### config.mk
export PLATFORM = sky130hd
export DESIGN_NAME = vc_arbiter_ctrl
export DESIGN_NICKNAME = d
export VERILOG_FILES = /design/src/rtl/vc_arbiter_ctrl_pkg.sv /design/src/rtl/vc_rr_grant.sv /design/src/rtl/vc_arbiter_ctrl.sv
export SDC_FILE = /design/constraint.sdc
export NUM_CORES = 1
export LEC_CHECK = 0
export ABC_AREA = 1
export ABC_CLOCK_PERIOD_IN_PS = 2200
export BUFFER_PORTS_ARGS = -buffer_cell sky130_fd_sc_hd__buf_4
export CORE_ASPECT_RATIO = 1.2
export CORE_MARGIN = 2
export CORE_UTILIZATION = 48
export CTS_CLUSTER_SIZE = 20
export DETAILED_ROUTE_END_ITERATION = 6
export HOLD_SLACK_MARGIN = 0.15
export PLACE_DENSITY = 0.87
export SLEW_MARGIN = 10
export SYNTH_ARGS = -nofsm -noshare
export SYNTH_HDL_FRONTEND = slang
export SYNTH_HIERARCHICAL = 1
export SYNTH_SLANG_ARGS = --single-unit
export TNS_END_PERCENT = 30
### constraint.sdc
create_clock -name clk -period 2.2 [get_ports clk]
set_input_delay 0.22 -clock clk [delete_from_list [all_inputs] [get_ports clk]]
set_output_delay 0.22 -clock clk [all_outputs]
set_load 0.02 [all_outputs]
### src/rtl/vc_arbiter_ctrl_pkg.sv
// rtl/vc_arbiter_ctrl_pkg.sv - shared state encodings and word-layout helpers for the VC arbiter
package vc_arbiter_ctrl_pkg;

    typedef enum logic [1:0] {
        ST_RESET  = 2'd0,
        ST_INIT   = 2'd1,
        ST_IDLE   = 2'd2,
        ST_ACTIVE = 2'd3
    } vc_state_t;

    localparam int DATA_SIZE_DEF = 10;

    // The destination bit sits just below the word's top bit.
    function automatic int dest_bit(input int data_size);
        return data_size - 2;
    endfunction

endpackage

### src/rtl/vc_rr_grant.sv
// rtl/vc_rr_grant.sv - VC0-priority grant with a burst limit that protects VC1 from starvation
module vc_rr_grant
#(
    parameter int MAX_BURST = 4
)
(
    input  logic clk,
    input  logic reset_L,
    input  logic enable,
    input  logic empty_vc0,
    input  logic empty_vc1,
    output logic grant_vc0,
    output logic grant_vc1
);

    localparam int CNT_W = $clog2(MAX_BURST + 1);
    localparam logic [CNT_W-1:0] BURST_LIM = CNT_W'(MAX_BURST);

    logic [CNT_W-1:0] burst_cnt;

    // Pick at most one source; VC1 wins only once VC0 has used up its burst allowance.
    always_comb begin
        grant_vc0 = 1'b0;
        grant_vc1 = 1'b0;
        if (enable) begin
            if ((burst_cnt >= BURST_LIM) && !empty_vc1) begin
                grant_vc1 = 1'b1;
            end else if (!empty_vc0) begin
                grant_vc0 = 1'b1;
            end else if (!empty_vc1) begin
                grant_vc1 = 1'b1;
            end
        end
    end

    // Count consecutive VC0 grants only while VC1 is actually waiting.
    always_ff @(posedge clk) begin
        if (!reset_L) begin
            burst_cnt <= '0;
        end else if (empty_vc1 || grant_vc1) begin
            burst_cnt <= '0;
        end else if (grant_vc0) begin
            burst_cnt <= burst_cnt + 1'b1;
        end
    end

endmodule

### src/rtl/vc_arbiter_ctrl.sv
// rtl/vc_arbiter_ctrl.sv - VC FIFO arbiter, destination router, threshold programming and sequencing FSM
module vc_arbiter_ctrl
    import vc_arbiter_ctrl_pkg::*;
#(
    parameter int DATA_SIZE = DATA_SIZE_DEF,
    parameter int MAX_BURST = 4,
    parameter int TH_W      = 3
)
(
    input  logic                 clk,
    input  logic                 reset_L,
    input  logic                 init,
    input  logic [TH_W-1:0]      umbral_af,
    input  logic [TH_W-1:0]      umbral_ae,
    input  logic                 fifo_empty_vc0,
    input  logic                 fifo_empty_vc1,
    input  logic [DATA_SIZE-1:0] data_vc0,
    input  logic [DATA_SIZE-1:0] data_vc1,
    input  logic                 pause_d0,
    input  logic                 pause_d1,
    output logic [TH_W-1:0]      afVC_o,
    output logic [TH_W-1:0]      aeVC_o,
    output logic                 pop_vc0,
    output logic                 pop_vc1,
    output logic [DATA_SIZE-1:0] data_out,
    output logic                 push_d0,
    output logic                 push_d1,
    output logic                 idle_o,
    output logic [1:0]           state_o
);

    localparam int DEST_BIT = dest_bit(DATA_SIZE);

    vc_state_t            state, state_n;
    logic                 grant_en;
    logic                 infl_valid;
    logic                 infl_src;
    logic [DATA_SIZE-1:0] infl_word;

    assign state_o   = state;
    // A pause on either destination blocks all pops: the word's destination is unknown until read.
    // Popping is also held off while init is requested or reset is asserted, so no word is lost.
    assign grant_en  = reset_L && (state == ST_ACTIVE) && !init && !pause_d0 && !pause_d1;
    assign infl_word = infl_src ? data_vc1 : data_vc0;

    vc_rr_grant #(
        .MAX_BURST (MAX_BURST)
    ) u_grant (
        .clk       (clk),
        .reset_L   (reset_L),
        .enable    (grant_en),
        .empty_vc0 (fifo_empty_vc0),
        .empty_vc1 (fifo_empty_vc1),
        .grant_vc0 (pop_vc0),
        .grant_vc1 (pop_vc1)
    );

    // Sequencing FSM state register.
    always_ff @(posedge clk) begin
        if (!reset_L) begin
            state <= ST_RESET;
        end else begin
            state <= state_n;
        end
    end

    // Next-state decode; init request always pulls the controller back to INIT.
    always_comb begin
        state_n = state;
        case (state)
            ST_RESET:  state_n = ST_INIT;
            ST_INIT:   if (!init) state_n = ST_IDLE;
            ST_IDLE: begin
                if (init) begin
                    state_n = ST_INIT;
                end else if (!fifo_empty_vc0 || !fifo_empty_vc1) begin
                    state_n = ST_ACTIVE;
                end
            end
            ST_ACTIVE: begin
                if (init) begin
                    state_n = ST_INIT;
                end else if (fifo_empty_vc0 && fifo_empty_vc1) begin
                    state_n = ST_IDLE;
                end
            end
            default:   state_n = ST_RESET;
        endcase
    end

    // Thresholds track the config inputs only while INIT is being held.
    always_ff @(posedge clk) begin
        if (!reset_L) begin
            afVC_o <= '0;
            aeVC_o <= '0;
        end else if ((state == ST_INIT) && init) begin
            afVC_o <= umbral_af;
            aeVC_o <= umbral_ae;
        end
    end

    // Pop -> in-flight -> registered push; an in-flight word always completes unless reset hits.
    always_ff @(posedge clk) begin
        if (!reset_L) begin
            infl_valid <= 1'b0;
            infl_src   <= 1'b0;
            data_out   <= '0;
            push_d0    <= 1'b0;
            push_d1    <= 1'b0;
            idle_o     <= 1'b0;
        end else begin
            infl_valid <= pop_vc0 || pop_vc1;
            infl_src   <= pop_vc1;
            push_d0    <= 1'b0;
            push_d1    <= 1'b0;
            if (infl_valid) begin
                data_out <= infl_word;
                push_d0  <= !infl_word[DEST_BIT];
                push_d1  <= infl_word[DEST_BIT];
            end
            idle_o <= (state_n == ST_IDLE) && !(pop_vc0 || pop_vc1);
        end
    end

endmodule

==> flow_metrics.env, run 1 <==
export IMPL_leakagePower_nw=0.906
export IMPL_fp_row_count=19
export IMPL_die_area_sq_um=2800
export IMPL_synth_most_common_cell="nand2_1"
export IMPL_ys_async_sr_fraction_pct=0
export IMPL_grt_overflow=0
export IMPL_yosys_top_cells_area="dfxtp_1 45%, nand2_1 20%, inv_1 8.8%, nor2_1 8.8%, o21ai_2 4.6%"
export IMPL_syn2layout_area_growth_pct=51.0
export IMPL_yosys_area_top_type="dfxtp_1"
export IMPL_detailed_place_hpwl_mm=1.83
export IMPL_required_ns=1.98
export IMPL_fin_skew_ns=0.00774
export IMPL_drive_gt1_share_pct=29.7
export IMPL_tightest_slew_ns=0.577
export IMPL_min_path_cells=4
export IMPL_antenna_cells=0
export IMPL_max_freq_mhz=561
export IMPL_clk_latency_ns=0.31
export IMPL_startpoint_type="flop"
export IMPL_routedWlPerCell_um=10.2
export IMPL_hold_class="in -> reg"
export IMPL_cts_buffers=3
export IMPL_pin_count=56
export IMPL_die_x_um=48.6
export IMPL_status="finished, final reports clean"
export IMPL_slew_headroom_pct=61.5
export IMPL_final_nets=271
export IMPL_power_density_nw_per_um2=503
export IMPL_grt_util_all_layers_pct=19.7
export IMPL_synth_nets=202
export IMPL_start_util_pct=50.2
export IMPL_grt_pass1_vias=1093
export IMPL_rr_worst_depth=9
export IMPL_worst_endpoint_arrival_ns=1.56
export IMPL_grt_start_max_net_pins=19
export IMPL_viasPerCell=4.42
export IMPL_synthFlopType="dfxtp_1"
export IMPL_antenna_found_initial=0
export IMPL_finalHoldViolCount=0
export IMPL_nFillCells=180
export IMPL_rsz0062_at_grt="false"
export IMPL_crit_slowest_cell="dfxtp_1"
export IMPL_cts_clk_slew_worst_paths_ns=0.13
export IMPL_period_share_pct=81.0
export IMPL_syn_area_sq_um=1150
export IMPL_crit_type="reg -> out"
export IMPL_slew_violations=0
export IMPL_globalplace_congestion=0.858
export IMPL_rrSetupSlack_ns=0.84
export IMPL_synthCells=168
export IMPL_yosysSeqAreaShare_pct=45.4
export IMPL_avgSynthCellArea_sq_um=6.82
export IMPL_grt_pass1_wl_mm=4.40
export IMPL_crit_top_cell="inv_1"
export IMPL_port_buffers=55
export IMPL_ys_warn_count=6
export IMPL_cts_tree="yes"
export IMPL_ys_seq_elements=26
export IMPL_ctsHtreeMaxLevel=1
export IMPL_cpPeakStageDelay_ns=0.41
export IMPL_fin_setup_tns_ns=0
export IMPL_drt_pass1_iter_count=4
export IMPL_setup_viol=0
export IMPL_max_cap_violations=0
export IMPL_critPathCaptureType="output pin"
export IMPL_drt_iter0_drc=22
export IMPL_design_core_area_sq_um=2280
export IMPL_die_y_um=57.5
export IMPL_cts_sinks=26
export IMPL_routed_wl_mm=2.72
export IMPL_cp_max_fo=5
export IMPL_yosysUniqueCellTypes=19
export IMPL_synthTopCellsByCount="60 x nand2_1, 27 x inv_1, 27 x nor2_1, 26 x dfxtp_1, 6 x o21ai_2"
export IMPL_ant_nets=0
export IMPL_cts_resized_gates=0
export IMPL_vdd_drop_max_mv=0.372
export IMPL_crit_chain="nand4_1, nor3_1, inv_1, nor2_2, nand2_1, inv_1, buf_4"
export IMPL_ctsLongestPathBuffers=2
export IMPL_vias=1179
export IMPL_drc=0
export IMPL_cts_root_buf="clkbuf_4"
export IMPL_synth_edf_count=0
export IMPL_whs_ns=0.174
export IMPL_min_period_ns=1.78
export IMPL_synth_top_area_share_pct=45.4
[sequential cells by signal, summed over array words and instances (netlist names)]
register	count
aeVC_o	3
u_grant/burst_cnt	3
idle_o	1
afVC_o	3
infl_valid	1
state_o	2
push_d0	1
infl_src	1
push_d1	1
data_out	10
[per-layer routing]
| metal | track usage (%) | wire length (um) | vias to the layer above |
|---|---|---|---|
| li1 | - | - | 634 |
| met3 | 1.57 | 132 | 6 |
| met4 | 9.80 | 63 | 0 |
| met1 | 20.7 | 1060 | 501 |
| met5 | 0 | 0 | - |
| met2 | 38.9 | 1470 | 38 |
[where the power goes]
group	switching, mW	total, mW	internal (mW)
registers	0.00738	0.490	0.483
logic	0.0667	0.147	0.0806
clock network	0.132	0.233	0.101
total	0.206	0.871	0.665
[per-stage QoR]
stage / cells / power, mW / util (%) / instance area [sq um] / worst slack, ns
detailed placement: 250 / 0.628 / 68.5 / 1560 / 0.744
floorplan: 168 / 0.560 / - / 1150 / 0.637
CTS: 266 / 0.875 / 75.4 / 1720 / 0.390
global placement: 250 / 0.625 / 68.5 / 1560 / 0.745
finish: 267 / 0.871 / 75.8 / 1730 / 0.419
global route: 267 / 0.923 / 75.8 / 1730 / 0.240
[cells in the final DEF, fill, tap and decap left out]
cell type and count:
dfxtp_1 26, buf_4 55, nand4_1 1, nor3_1 1
nor2_4 1, inv_4 1, inv_1 27, a21oi_1 4
nand3_2 1, o21ai_1 1, nor2_2 1, o21ai_2 6
nand2_1 60, nor2_1 27, ha_1 1, o21ai_0 3
inv_2 1, nand3_1 2, dlygate4sd3_1 13, clkbuf_8 1
clkbuf_4 3
[final timing paths]
path,from,end
worst max-delay path,state_o[1],pop_vc0
worst max register to register,state_o[1],idle_o
worst min-delay path,data_vc0[8],push_d0
worst min register to register,data_out[8],data_out[8]
[kinds of logic after synthesis]
| group | count (synthesis) | synth area share, % |
|---|---|---|
| buf+inv | 33 | 12.7 |
| flops | 26 | 45.4 |
| simple gates | 94 | 32.8 |
| fa+ha+maj | 1 | 1.09 |
| compound gates | 14 | 8.08 |
[area by class of cell]
type	count	area [sq um]	share of cell area (%)
Inverter	29	111	6.44
Clock buffer	4	36.3	2.10
Timing Repair Buffer	68	543	31.4
Sequential cell	26	520	30.1
Tap cell	31	38.8	2.24
Multi-Input combinational cell	109	480	27.8
[critical path: cells and delay by family, from the launching register on]
| family | cells | cell delay [ns] |
|---|---|---|
| buffers and inverters | 3 | 0.30 |
| DFF | 1 | 0.41 |
| and+or+nand+nor | 4 | 0.54 |
[timing repair]
item / in CTS / in global routing
hold endpoints to repair: 12 / 1
setup buffers: 0 / 0
hold buffers: 12 / 1
(Power assumes the default switching activity.)
==> run 2, diff against run 1 <==
- ABC_CLOCK_PERIOD_IN_PS: 2200 -> 1650
- CORE_UTILIZATION: 48 -> 45
- PLACE_DENSITY: 0.87 -> 0.82
- clock period: 2.2 -> 1.65 ns (I/O delays scaled with it)
==> flow_metrics.env, run 2 (synthesis gave the netlist of run 1 again) <==
export IMPL_dr_max_layer_used="met4"
export IMPL_start_util_pct=46.3
export IMPL_wl_met3_um=123
export IMPL_max_freq_mhz=602
export IMPL_cts_sinks=26
export IMPL_design_core_area_sq_um=2480
export IMPL_crit_type="reg -> out"
export IMPL_slew_violations=0
export IMPL_die_y_um=59.3
export IMPL_fin_setup_tns_ns=-0.0122
export IMPL_finalHoldViolCount=0
export IMPL_max_cap_violations=0
export IMPL_whs_ns=0.177
export IMPL_drc=0
export IMPL_hold_class="in -> reg"
export IMPL_tightest_slew_ns=0.269
export IMPL_final_nets=293
export IMPL_grt_pass1_vias=1291
export IMPL_port_buffers=55
export IMPL_grt_overflow=0
export IMPL_leakagePower_nw=1.03
export IMPL_globalplace_congestion=0.823
export IMPL_violations="negative setup slack"
export IMPL_ctsLongestPathBuffers=2
export IMPL_top_register="data_out"
export IMPL_met1_length_mm=1.22
export IMPL_antenna_found_initial=0
export IMPL_routed_wl_mm=3.33
export IMPL_place_ws_ns=0.280
export IMPL_ctsHtreeMaxLevel=1
export IMPL_die_x_um=50.1
export IMPL_cpPeakStageDelay_ns=0.36
export IMPL_required_ns=1.48
export IMPL_final_common_cell="nand2_1"
export IMPL_pin_count=56
export IMPL_cts_tree="yes"
export IMPL_clk_latency_ns=0.32
export IMPL_largest_reg_flops=10
export IMPL_crit_chain="nand4_1, nor3_2, inv_1, nor2_4, nand2_2, inv_2, buf_6"
export IMPL_critPathCaptureType="output pin"
export IMPL_antenna_cells=0
export IMPL_routedWlPerCell_um=11.4
export IMPL_route_met2_wl_mm=1.91
export IMPL_drt_iter0_drc=23
export IMPL_fin_skew_ns=0.00796
export IMPL_die_area_sq_um=2970
export IMPL_cp_max_fo=4
export IMPL_grt_pass1_wl_mm=5.10
export IMPL_nFillCells=166
export IMPL_layout_common_cells="59 x nand2_1, 58 x buf_4, 30 x dlygate4sd3_1"
export IMPL_ant_nets=0
export IMPL_viasPerCell=4.55
export IMPL_cts_clk_slew_worst_paths_ns=0.14
export IMPL_fin_ws_ns=-0.0122
export IMPL_slew_headroom_pct=82.0
export IMPL_grt_util_all_layers_pct=22.4
export IMPL_startpoint_type="flop"
export IMPL_drt_pass1_iter_count=4
export IMPL_drive_gt1_share_pct=32.2
export IMPL_detailed_place_hpwl_mm=1.86
export IMPL_setup_viol=1
export IMPL_power_density_nw_per_um2=663
export IMPL_syn2layout_area_growth_pct=74.5
export IMPL_place_area_sq_um=1570
export IMPL_period_share_pct=101
export IMPL_fp_row_count=20
export IMPL_cts_buffers=3
export IMPL_crit_slowest_cell="dfxtp_2"
export IMPL_vias=1323
export IMPL_worst_endpoint_arrival_ns=1.50
export IMPL_design_area_sq_um=2000
export IMPL_cts_root_buf="clkbuf_4"
export IMPL_finalPower_mw=1.33
export IMPL_rsz0062_at_grt="true"
export IMPL_vdd_drop_max_mv=0.670
export IMPL_status="complete, but fails checks"
export IMPL_min_period_ns=1.66
export IMPL_grt_start_max_net_pins=16
-- run 2: worst paths after layout --
kind	start	end	slack (ns)	depth (start not counted)
setup / recovery	state_o[0]	pop_vc0	-0.01	7
setup reg to reg	state_o[1]	afVC_o[2]	0.13	7
hold / removal	data_vc1[4]	data_out[4]	0.18	5
hold reg to reg	data_out[7]	data_out[7]	0.48	2
-- run 2: routing by layer --
layer | track usage, % | vias to the layer above
met3 | 2.78 | 8
met1 | 22.3 | 599
met5 | 0 | -
li1 | - | 677
met4 | 12.7 | 0
met2 | 44.2 | 39
-- run 2: report_power, final --
| part | internal [mW] | leakage, nW | switching [mW] |
|---|---|---|---|
| clock network | 0.245 | 0.0279 | 0.186 |
| registers | 0.645 | 0.212 | 0.00870 |
| logic | 0.138 | 0.792 | 0.103 |
-- run 2: area by class of cell --
type / instances / area [sq um] / area share [%]
inverters: 29 / 111 / 5.57
repair buffers: 90 / 759 / 38.0
flip-flops and latches: 26 / 524 / 26.2
well taps: 33 / 41.3 / 2.07
clock inverters: 1 / 30.0 / 1.50
clock buffers: 3 / 22.5 / 1.13
multi-input cells: 109 / 510 / 25.5
-- run 2: critical path: cells and delay by family (launching register included) --
| kind | cells | cell delay, ns |
|---|---|---|
| buffers and inverters | 3 | 0.30 |
| DFF | 1 | 0.36 |
| and+or+nand+nor | 4 | 0.52 |
-- run 2: through the flow --
stage,utilization [%],cells
after floorplan,-,168
after global placement,63.5,253
after detailed placement,63.5,253
after CTS,79.5,291
after global routing,80.7,291
final,80.7,291
-- run 2: repair_timing --
item,in CTS,in global routing
hold buffers,32,0
resized for setup,3,10
setup buffers,2,1
endpoints found under the hold margin,24,0
endpoints found under the setup margin,2,13
==> run 3, diff against run 2 <==
- CORE_MARGIN: 2 -> default
- GPL_ROUTABILITY_DRIVEN: default -> 0
==> flow_metrics.env, run 3 (synthesis gave the netlist of run 1 again) <==
export IMPL_p_seq_share_pct=54.6
export IMPL_grt_start_max_net_pins=15
export IMPL_drt_iter0_drc=14
export IMPL_clk_latency_ns=0.31
export IMPL_syn2layout_area_growth_pct=66.0
export IMPL_pin_count=56
export IMPL_drive_gt1_share_pct=31.9
export IMPL_required_ns=1.48
export IMPL_cp_max_fo=4
export IMPL_critPathCaptureType="output pin"
export IMPL_viasPerCell=4.50
export IMPL_finalHoldViolCount=0
export IMPL_status="finished, final reports clean"
export IMPL_clkPwrFrac_pct=25.7
export IMPL_die_y_um=57.3
export IMPL_tightest_slew_ns=0.244
export IMPL_fin_ws_ns=0.0946
export IMPL_p_sw_share_pct=23.6
export IMPL_regArea_sq_um=524
export IMPL_largest_reg_flops=10
export IMPL_cts_root_buf="clkbuf_4"
export IMPL_startpoint_type="flop"
export IMPL_vdd_drop_max_mv=0.452
export IMPL_drc=0
export IMPL_design_area_sq_um=1900
export IMPL_start_util_pct=48.7
export IMPL_place_area_sq_um=1570
export IMPL_max_cap_violations=0
export IMPL_layout_common_cells="59 x nand2_1, 57 x buf_4, 26 x inv_1, 26 x nor2_1, 25 x dlygate4sd3_1"
export IMPL_slew_headroom_pct=83.7
export IMPL_fin_setup_tns_ns=0
export IMPL_period_share_pct=94.3
export IMPL_power_density_nw_per_um2=628
export IMPL_cts_tree="yes"
export IMPL_leakagePower_nw=0.986
export IMPL_worst_endpoint_arrival_ns=1.39
export IMPL_die_x_um=48.1
export IMPL_fp_row_count=19
export IMPL_place_ws_ns=0.212
export IMPL_slew_violations=0
export IMPL_multiInputGateArea_sq_um=503
export IMPL_power_share_combinational_pct=19.7
export IMPL_vias=1269
export IMPL_detailed_place_hpwl_mm=2.00
export IMPL_ctsHtreeMaxLevel=1
export IMPL_hold_class="in -> reg"
export IMPL_grt_overflow=0
export IMPL_ant_nets=0
export IMPL_min_period_ns=1.56
export IMPL_switchingPower_mw=0.282
export IMPL_grt_pass1_wl_mm=4.78
export IMPL_rsz0062_at_grt="true"
export IMPL_final_nets=286
export IMPL_antenna_found_initial=0
export IMPL_max_freq_mhz=643
export IMPL_cts_sinks=26
export IMPL_grt_util_all_layers_pct=24.2
export IMPL_design_core_area_sq_um=2350
export IMPL_cts_buffers=3
export IMPL_fin_skew_ns=0.00246
export IMPL_die_area_sq_um=2750
export IMPL_final_common_cell="nand2_1"
export IMPL_nFillCells=164
export IMPL_crit_type="reg -> out"
export IMPL_port_buffers=55
export IMPL_setup_viol=0
export IMPL_top_register="data_out"
export IMPL_ctsLongestPathBuffers=2
export IMPL_cts_clk_slew_worst_paths_ns=0.13
export IMPL_finalPower_mw=1.20
export IMPL_p_int_mw=0.914
export IMPL_routed_wl_mm=3.01
export IMPL_antenna_cells=0
export IMPL_drt_pass1_iter_count=4
export IMPL_grt_pass1_vias=1276
export IMPL_routedWlPerCell_um=10.7
run 3: metal layers:
metal	GRT usage (%)	share of wire, %	up-vias
met5	0	0	-
met4	9.52	1.6	0
met3	4.75	5.8	6
met2	48.1	55	48
met1	21.4	38	550
li1	-	-	665
run 3: power by group through the flow:
stage / Sequential, mW / Combinational [mW] / Clock [mW]
floorplan: 0.687 / 0.0591 / 0
global placement: 0.667 / 0.165 / 0
detailed placement: 0.668 / 0.170 / 0
CTS: 0.652 / 0.229 / 0.319
global route: 0.656 / 0.261 / 0.351
finish: 0.653 / 0.236 / 0.307
run 3: final cells by class:
type | count | share of cell area, %
timing repair buffer | 83 | 36.2
sequential | 26 | 27.5
multi-input combinational | 109 | 26.4
inverter | 29 | 5.85
tap | 31 | 2.04
clock buffer | 4 | 1.91
run 3: path summary, 6_finish.rpt:
path	from	to	slack [ns]	depth (start not counted)
worst max-delay path	state_o[0]	pop_vc0	0.09	7
worst min-delay path	reset_L	infl_src	0.15	3
worst max register to register	state_o[1]	afVC_o[2]	0.13	7
worst min register to register	data_out[9]	data_out[9]	0.48	2
run 3: timing repair:
action,4_1_cts,5_1_grt
hold buffers,25,0
setup buffers,2,0
endpoints found under the setup margin,2,8
gates resized for setup,3,7
hold endpoints to repair,18,0
run 3: critical path, stage by stage, from the launching register on:
cell     delay [ns]
dfxtp_2        0.35
nand4_1        0.10
nor3_2         0.15
inv_1          0.09
nor2_4         0.12
nand2_2        0.09
inv_2          0.07
buf_6          0.11
run 3: per-stage QoR:
stage               instances  util, %  hold WS (ns)
CTS                       282     79.9         0.152
global placement          251     66.8         0.387
detailed placement        251     66.8         0.403
floorplan                 168        -         0.300
finish                    282     80.9         0.154
global route              282     80.9         0.152
